[config.mk]
export PLATFORM = sky130hd
export DESIGN_NAME = video_mem_arbiter
export DESIGN_NICKNAME = d
export VERILOG_FILES = /design/src/rtl/video_mem_pkg.sv /design/src/rtl/video_mem_arb_starve_guard.sv /design/src/rtl/video_mem_arbiter.sv
export SDC_FILE = /design/constraint.sdc
export NUM_CORES = 1
export LEC_CHECK = 0
export CORE_AREA = 2 2 43 45
export CTS_CLUSTER_SIZE = 28
export DETAILED_ROUTE_END_ITERATION = 16
export DIE_AREA = 0 0 45 47
export DONT_BUFFER_PORTS = 1
export GPL_TIMING_DRIVEN = 1
export PLACE_DENSITY = 0.72
export SLEW_MARGIN = 10
export SYNTH_ARGS = -nofsm -noshare
export SYNTH_HDL_FRONTEND = slang
export SYNTH_SLANG_ARGS = --single-unit
[constraint.sdc]
create_clock -name clk -period 2.7 [get_ports clk]
set_input_delay 0.81 -clock clk [delete_from_list [all_inputs] [get_ports clk]]
set_output_delay 0.81 -clock clk [all_outputs]
set_load 0.005 [all_outputs]
[src/rtl/video_mem_pkg.sv]
// Shared constants and FSM state type for the video memory arbiter.
// Address/data widths match the 16K x 12 video RAM.
package video_mem_pkg;

   localparam int VMEM_ADDR_W       = 14;
   localparam int VMEM_DATA_W       = 12;
   localparam int VMEM_STARVE_LIMIT = 255;

   typedef enum logic [1:0] {
      IDLE    = 2'd0,
      RD_WAIT = 2'd1,
      ACK     = 2'd2
   } arb_state_t;

endpackage

[src/rtl/video_mem_arb_starve_guard.sv]
// Counts consecutive denied CPU cycles and forces a CPU slot at STARVE_LIMIT.
// Only instantiated when VIDEO_MEM_ARB_STARVE_GUARD_EN is defined.
module video_mem_arb_starve_guard
   import video_mem_pkg::*;
#(
   parameter int STARVE_LIMIT = VMEM_STARVE_LIMIT
) (
   input  logic clk,
   input  logic rst,
   input  logic idle,
   input  logic cpu_req,
   input  logic cpu_grant,
   output logic force_cpu
);

   localparam int                CNT_W = $clog2(STARVE_LIMIT + 1);
   localparam logic [CNT_W-1:0]  LIMIT = CNT_W'(STARVE_LIMIT);

   logic [CNT_W-1:0] count;

   // Saturates at LIMIT so the force flag stays up until the CPU is granted.
   always_ff @(posedge clk or negedge rst) begin
      if (!rst) begin
         count <= '0;
      end else if (cpu_grant) begin
         count <= '0;
      end else if (idle && cpu_req && (count != LIMIT)) begin
         count <= count + CNT_W'(1);
      end
   end

   assign force_cpu = (count == LIMIT);

endmodule

[src/rtl/video_mem_arbiter.sv]
// Shares the single-port video RAM between video fetch (priority) and a CPU req/ack port.
// Optional starvation guard enabled by VIDEO_MEM_ARB_STARVE_GUARD_EN.
module video_mem_arbiter
   import video_mem_pkg::*;
#(
   parameter int ADDR_W = VMEM_ADDR_W,
   parameter int DATA_W = VMEM_DATA_W
`ifdef VIDEO_MEM_ARB_STARVE_GUARD_EN
   ,
   parameter int STARVE_LIMIT = VMEM_STARVE_LIMIT
`endif
) (
   input  logic              clk,
   input  logic              rst,
   input  logic              vid_req,
   input  logic [ADDR_W-1:0] vid_addr,
   output logic [DATA_W-1:0] vid_data,
   output logic              vid_valid,
   input  logic              cpu_req,
   input  logic              cpu_we,
   input  logic [ADDR_W-1:0] cpu_addr,
   input  logic [DATA_W-1:0] cpu_wdata,
   output logic              cpu_ack,
   output logic [DATA_W-1:0] cpu_rdata,
   output logic [ADDR_W-1:0] mem_addr,
   output logic [DATA_W-1:0] mem_wdata,
   output logic              mem_we,
   input  logic [DATA_W-1:0] mem_q
);

   arb_state_t state;
   logic       force_cpu;
   logic       cpu_grant;
   logic       vid_grant;

`ifdef VIDEO_MEM_ARB_STARVE_GUARD_EN
   video_mem_arb_starve_guard #(
      .STARVE_LIMIT (STARVE_LIMIT)
   ) u_starve_guard (
      .clk       (clk),
      .rst       (rst),
      .idle      (state == IDLE),
      .cpu_req   (cpu_req),
      .cpu_grant (cpu_grant),
      .force_cpu (force_cpu)
   );
`else
   assign force_cpu = 1'b0;
`endif

   assign cpu_grant = cpu_req && (state == IDLE) && (!vid_req || force_cpu);
   assign vid_grant = vid_req && !cpu_grant;

   // Idle slots still present the video address; writes are blocked during reset.
   always_comb begin
      mem_addr  = vid_addr;
      mem_wdata = '0;
      mem_we    = 1'b0;
      if (cpu_grant) begin
         mem_addr  = cpu_addr;
         mem_wdata = cpu_wdata;
         mem_we    = cpu_we & rst;
      end
   end

   assign vid_data = mem_q;
   assign cpu_ack  = (state == ACK);

   always_ff @(posedge clk or negedge rst) begin
      if (!rst) begin
         state     <= IDLE;
         vid_valid <= 1'b0;
         cpu_rdata <= '0;
      end else begin
         vid_valid <= vid_grant;
         case (state)
            IDLE: begin
               if (cpu_grant) begin
                  state <= cpu_we ? ACK : RD_WAIT;
               end
            end
            RD_WAIT: begin
               cpu_rdata <= mem_q;
               state     <= ACK;
            end
            ACK:     state <= IDLE;
            default: state <= IDLE;
         endcase
      end
   end

endmodule

After elaboration in Yosys (flattened, before gate mapping). Cells that the tools add are included.

Memories: 0. Flip-flop bits (word level): 15. Logic and storage cells: 19. Bits in writable memories: 0. Bits in read-only memories: 0. Latch bits: 0.

Magnitude comparators: 0. $add $sub $neg: 0. Shift operators: 0. Bitwise operators: 1. Multiplexer cells: 6. Divide/modulo/power cells: 0. Multipliers: 0. Eq/ne operators: 3. Reductions and logical operators: 6.

Operators by type and width (count): 14-bit two-way mux (1); 12-bit two-way mux (1); 2-bit two-way mux (2); 2-bit one-hot mux with 2 select lines (1); 1-bit logical AND (3); 2-bit by 1-bit equality test with 1-bit output (second input constant) (1); 2-bit equality test (second input constant) (1); 1-bit logical NOT (2); 2-bit logical NOT (1); 2-bit inequality test (second input constant) (1); 1-bit AND (1); 1-bit two-way mux (1).

Logic depth before layout (Yosys ltp). Gate-level depths: netlist of the first run.

Depth after elaboration: 5. Depth in mapped cells: 4. Gate-level depth less buffers: 2.

Least setup slack after synthesis of the first run. No wires, ideal clock.

Path type: in2out. Start: in vid_req. End: out mem_addr[10]. Setup slack: 0.227 ns. Stages: 4. Buffers on the path: 2. Data arrival time: 1.663 ns. Required time: 1.890 ns. Path through: nor4b_2 > buf_4 > buf_6 > mux2_1.

Cells in the longest elaborated chain, start to end: 3.

Ends and longest elaborated chain: start, declared (line video_mem_arbiter.sv:15) `input logic vid_req,`; 1-bit logical NOT (line video_mem_arbiter.sv:51) `assign cpu_grant = cpu_req && (state == IDLE) && (!vid_req || force_cpu);`; 1-bit logical AND (line video_mem_arbiter.sv:51); 14-bit two-way mux (line video_mem_arbiter.sv:59) `if (cpu_grant) begin`; end, declared (line video_mem_arbiter.sv:25) `output logic [ADDR_W-1:0] mem_addr,`.

Every way passes these cells.

Worst setup path in the final report of the first run.
Start: in vid_req. End: out mem_addr[4].

The elaborated chain is that of the path after synthesis.

==> results of run 1 <==
how the worst min path moves through the flow:
stage	from	endpoint	slack [ns]	cells past startpoint
6_report	rst	cpu_rdata[5]	0.22	0
5_1_grt	rst	cpu_rdata[5]	0.20	0
4_1_cts	rst	cpu_rdata[5]	0.21	0
3_5_place_dp	state[1]	state[1]	0.50	1
3_3_place_gp	rst	cpu_rdata[6]	0.51	0
2_1_floorplan	state[1]	state[1]	0.45	1
synthesized netlist by cell type:
master,n
nor4b_2,1
clkbuf_1,1
nand2b_1,1
and3_1,1
buf_6,1
nand3b_1,1
dfrtp_1,15
mux2_1,6
inv_1,1
buf_2,1
and2_1,12
nor2b_1,2
buf_4,13
a21oi_1,1
mux2_2,20
clkbuf_2,1
cell families (layout without fill, tap and decap cells):
group | Yosys count | in the layout | synth area share, %
compound gates | 1 | 1 | 0.542
mux | 26 | 26 | 31.8
simple gates | 18 | 18 | 13.3
flops | 15 | 15 | 40.7
buf+inv | 18 | 7 | 13.7
layer usage:
| metal | vias up | share of wire [%] |
|---|---|---|
| met5 | - | 0 |
| met4 | 0 | 1.2 |
| met3 | 2 | 11 |
| met2 | 54 | 56 |
| met1 | 241 | 31 |
| li1 | 226 | - |
flip-flops by register name, indices dropped and copies added, names as in the netlist:
name / count
cpu_rdata: 12
vid_valid: 1
state: 2
layout by cell type, fill, tap and decap left out:
cell type  Yosys  routed
a21oi_1        1       1
and2_1        12      12
and3_1         1       1
buf_4         13       2
clkbuf_1       1       1
clkbuf_4       0       3
dfrtp_1       15      15
inv_1          1       1
mux2_1         6       6
mux2_2        20      20
nand2b_1       1       1
nand3b_1       1       1
nor2b_1        2       2
nor4b_4        0       1
final cells by class:
| cell class | count | area share, % |
|---|---|---|
| flip-flops and latches | 15 | 43.1 |
| repair buffers | 2 | 1.72 |
| multi-input cells | 45 | 49.3 |
| clock buffers | 4 | 3.02 |
| inverters | 1 | 0.431 |
| well taps | 17 | 2.44 |
power groups by stage:
stage	Combinational (mW)	Sequential, mW	Clock, mW
2_1_floorplan	0.104	0.309	0
6_report	0.0962	0.313	0.122
5_1_grt	0.104	0.322	0.134
4_1_cts	0.0980	0.315	0.128
3_3_place_gp	0.0942	0.317	0
3_5_place_dp	0.0981	0.320	0
through the flow:
| step | hold WS (ns) | instances | util [%] | worst slack (ns) | area [um^2] |
|---|---|---|---|---|---|
| 2_1_floorplan | 0.445 | 78 | - | 0.227 | 922 |
| 3_3_place_gp | 0.511 | 80 | 51.1 | 0.262 | 845 |
| 3_5_place_dp | 0.502 | 80 | 51.1 | 0.249 | 845 |
| 4_1_cts | 0.209 | 84 | 52.7 | 0.243 | 871 |
| 5_1_grt | 0.203 | 84 | 52.7 | 0.179 | 871 |
| 6_report | 0.221 | 84 | 52.7 | 0.254 | 871 |
==> key figures, run 1 <==
Detailed routing
  • Final wirelength: 1640 um
  • Vias per inst: 6.23
  • Vias: 523
  • Violation count after the first detailed-route iteration: 1
  • Drt pass-1 iters: 4
  • Final ANT Viol Nets: 0
  • Drc violations: 0
  • WL/cell: 19.5 um

Synth
  • Largest area contributor in the netlist: dfrtp_1
  • Register area share after synthesis: 40.7%
  • Synth warn: 0
  • Top post-synthesis cells by area: dfrtp_1, mux2_2, buf_4
  • Syn Nets: 135
  • Synth Instances: 78
  • Synth cell types: 16
  • Mapped Area: 922 um^2
  • Mean area per synthesized cell: 11.8 um^2
  • Yosys top cell area share: 40.7%
  • Seq cells post-synth: 15

Die
  • Die ar.: 2120 um^2
  • Row count: 15
  • Die Wd: 45 um
  • I/O pins: 110
  • Core ar.: 1650 um^2
  • Die height: 47 um
  • Initial Util: 55.8%

Clock network
  • Num CTS Buffers: 3
  • Cts-stage hold buffer count: 0
  • H-tree depth: 1
  • Post-CTS Setup Bufs: 0
  • Clock buffer depth: 2
  • CTS tree: yes
  • Clk Latency, worst-skew pair: 0.27 ns
  • Clock root cell: clkbuf_4
  • CTS Sinks: 15
  • Clk slew on worst S/H paths: 0.08 ns
  • Post-cts gate resize count: 0

STA
  • Sum Neg Setup Slack: 0 ns
  • Clock skew: 0.00159 ns
  • Worst-Margin Slew: 0.550 ns
  • Endpoints failing hold: 0
  • Final slew viol count: 0
  • Fmax achieved: 0.409 GHz
  • Slew HR: 63.3%
  • Final worst path period need: 2.45 ns
  • Final Cycle Share: 90.6%
  • Unrepaired setup endpoints after global routing: no
  • Number of setup violations in the final report: 0

Pwr
  • Cell Int Power: 0.396 mW
  • Cell area power density: 610 nW/um^2
  • Maximum vdd ir drop: 0.000225 V
  • Switching share of total power: 25.4%
  • Clock network power share: 22.9%
  • P_sw: 0.135 mW
  • Comb pwr share: 18.1%
  • Leak: 0.368 nW
  • Sequential power share: 59.0%
  • Tot Pwr: 0.531 mW

Critical path
  • CP Launch Type: primary input
  • Worst Setup SP: vid_req
  • Crit path depth: 3
  • Critical Path Max Stage Delay: 0.37 ns
  • Worst path bufs/invs: 1
  • Crit path capture type: output port
  • Data arrival, critical path: 1.64 ns
  • FF-to-FF Start: state[1]
  • Critical path class: primary input to output port
  • Crit path max fanout: 20
  • CP max-delay cell: mux2_2
  • Req. time, crit path: 1.89 ns
  • CP endpoint: mem_addr[4]
  • Reg2reg setup slack: 1.27 ns
  • Crit path max-delay family: multiplexers
  • R2R cell count: 2
  • Crit path cell chain: nor4b_4 -> buf_4 -> mux2_2
  • Reg-to-reg endpoint: cpu_rdata[6]

Global routing
  • Grt ovf: 0
  • Met3 usage: 2.31%
  • Number of global-route vias before repair: 481
  • Initial antenna violation count: 0
  • GR Util met2: 26.3%
  • GR Util met1: 13.1%
  • GRT busiest layer: met2
  • Gr usage total: 13.8%
  • Largest net degree at the start of global routing: 21
  • First-pass GRT wire length: 2030 um

Final layout
  • Multi-input gate area: 429 um^2
  • Ant. Diodes: 0
  • Fillers: 147
  • Synthesis-to-finish area growth: -5.56%
  • Nets: 125
  • Layout cell share with drive strength beyond 1: 38.8%
  • Storage cell area: 375 um^2

Worst hold path
  • Worst hold path type: primary input to asynchronous set/reset pin

Place
  • Number of port buffers: 0
  • GP Congestion: 0.702
  • Post-DP HPWL: 1400 um

Flow run
  • MaxCap Viol Count: 0

Status
  • Outcome: completed
No activity file was read; power rests on OpenSTA's default activity.
==> run 2, diff against run 1 <==
--- a/config.mk
+++ b/config.mk
@@ -12,7 +12,7 @@
 export DONT_BUFFER_PORTS = 1
 export GPL_TIMING_DRIVEN = 1
 export PLACE_DENSITY = 0.72
-export SLEW_MARGIN = 10
 export SYNTH_ARGS = -nofsm -noshare
 export SYNTH_HDL_FRONTEND = slang
+export SYNTH_HIERARCHICAL = 1
 export SYNTH_SLANG_ARGS = --single-unit
==> results of run 2 <==
Same layout as run 1: the final DEF is identical, and so are final timing and power.
Main changes from that run: Yosys warning count 0 -> 6
==> patch, RTL diff (config.mk and constraints of run 2) <==
Reset style: synchronous (`rst`), changed in one clocked block.
--- a/src/rtl/video_mem_arbiter.sv
+++ b/src/rtl/video_mem_arbiter.sv
@@ -67,5 +67,5 @@
    assign cpu_ack  = (state == ACK);
 
-   always_ff @(posedge clk or negedge rst) begin
+   always_ff @(posedge clk) begin
       if (!rst) begin
          state     <= IDLE;
Check against the original RTL: differs if rst is asserted again (counterexample within 4 cycles, from zero or initial values and one cycle with rst low); with rst held inactive, the same outputs for 10 cycles.
==> patch against run 2 <==
  * Total power is 22% lower
  * Worst hold slack better by 0.26 ns
  * Sequential cell count stayed put
  * Final area is 1.1% higher
  * Wire length is 10% higher
  * Die area stayed put
  * Setup slack worse by 0.012 ns
  * Synthesized area is 2.8% higher
  * Largest power group unchanged
==> patch: results (changes against run 2) <==
* Pin count of the biggest net entering global routing at 20 (-4.8%)
* Peak supply drop at 155 uV (-31%)
* Register area share after synthesis at 31.7% (-9.0 points)
* Post-layout nets at 152 (+22%)
* Final wirelength at 1810 um (+10%)
* Post-route clock skew at 0.00492 ns (+0.00333 ns)
* Post-synth ARST share at 0% (-100 points)
* Post-synth cell types at 19 (+3)
* Top post-synthesis cells by count: sky130_fd_sc_hd__nand2_1, sky130_fd_sc_hd__dfxtp_1, sky130_fd_sc_hd__buf_4, sky130_fd_sc_hd__and2_1, sky130_fd_sc_hd__a21boi_0
* Global routing met1 resource utilization at 13.1% (-0.042 points)
* Initial drt markers at 6 (+5)
* Hold crit path type: flop to flop
* Share of cells above drive strength 1 at 21.3% (-18 points)
* Placed inst area at 855 sq um (+1.2%)
* Post-Route M1 WL at 574 um (+11%)
* Fraction of standard cell area in multi-input logic at 58.4% (+9.1 points)
* Syn Area/Cell at 8.95 sq um (-24%)
* Area growth syn-to-layout at -7.12%
* Sequential share of power at 55.7% (-3.3 points)
* Clock-cell share of area at 2.98% (-0.034 points)
* Worst max-slew margin expressed relative to the limit at 49.3% (-14 points)
* Outcome: finished, final reports clean
* Mux contribution to synthesized area at 19.0% (-13 points)
* HPWL after DPL at 1510 um (+7.2%)
* Cells taking the most area after synthesis: sky130_fd_sc_hd__dfxtp_1, sky130_fd_sc_hd__buf_4, sky130_fd_sc_hd__nand2_1
patch: worst min-delay path, delay by kind of cell, from the launching register on:
family,cells,cell delay (ns)
DFF,1,0.33
AOI/OAI and AO/OA,1,0.06
and+or+nand+nor,1,0.05
patch: path summary, 6_finish.rpt:
check | startpoint | to | slack (ns) | depth (start not counted)
setup / recovery | vid_req | mem_addr[6] | 0.24 | 3
hold / removal | cpu_rdata[8]$_SDFFE_PN0N_ | cpu_rdata[8]$_SDFFE_PN0N_ | 0.48 | 2
setup reg to reg | state[0]$_SDFFE_PN0P_ | cpu_rdata[2]$_SDFFE_PN0N_ | 1.26 | 3
hold reg to reg | cpu_rdata[8]$_SDFFE_PN0N_ | cpu_rdata[8]$_SDFFE_PN0N_ | 0.48 | 2
patch: metrics by stage:
step | setup WS, ns | cells
after floorplan | 0.252 | 106
after global placement | 0.266 | 107
after detailed placement | 0.239 | 107
after CTS | 0.237 | 111
after global routing | 0.187 | 111
final | 0.242 | 111
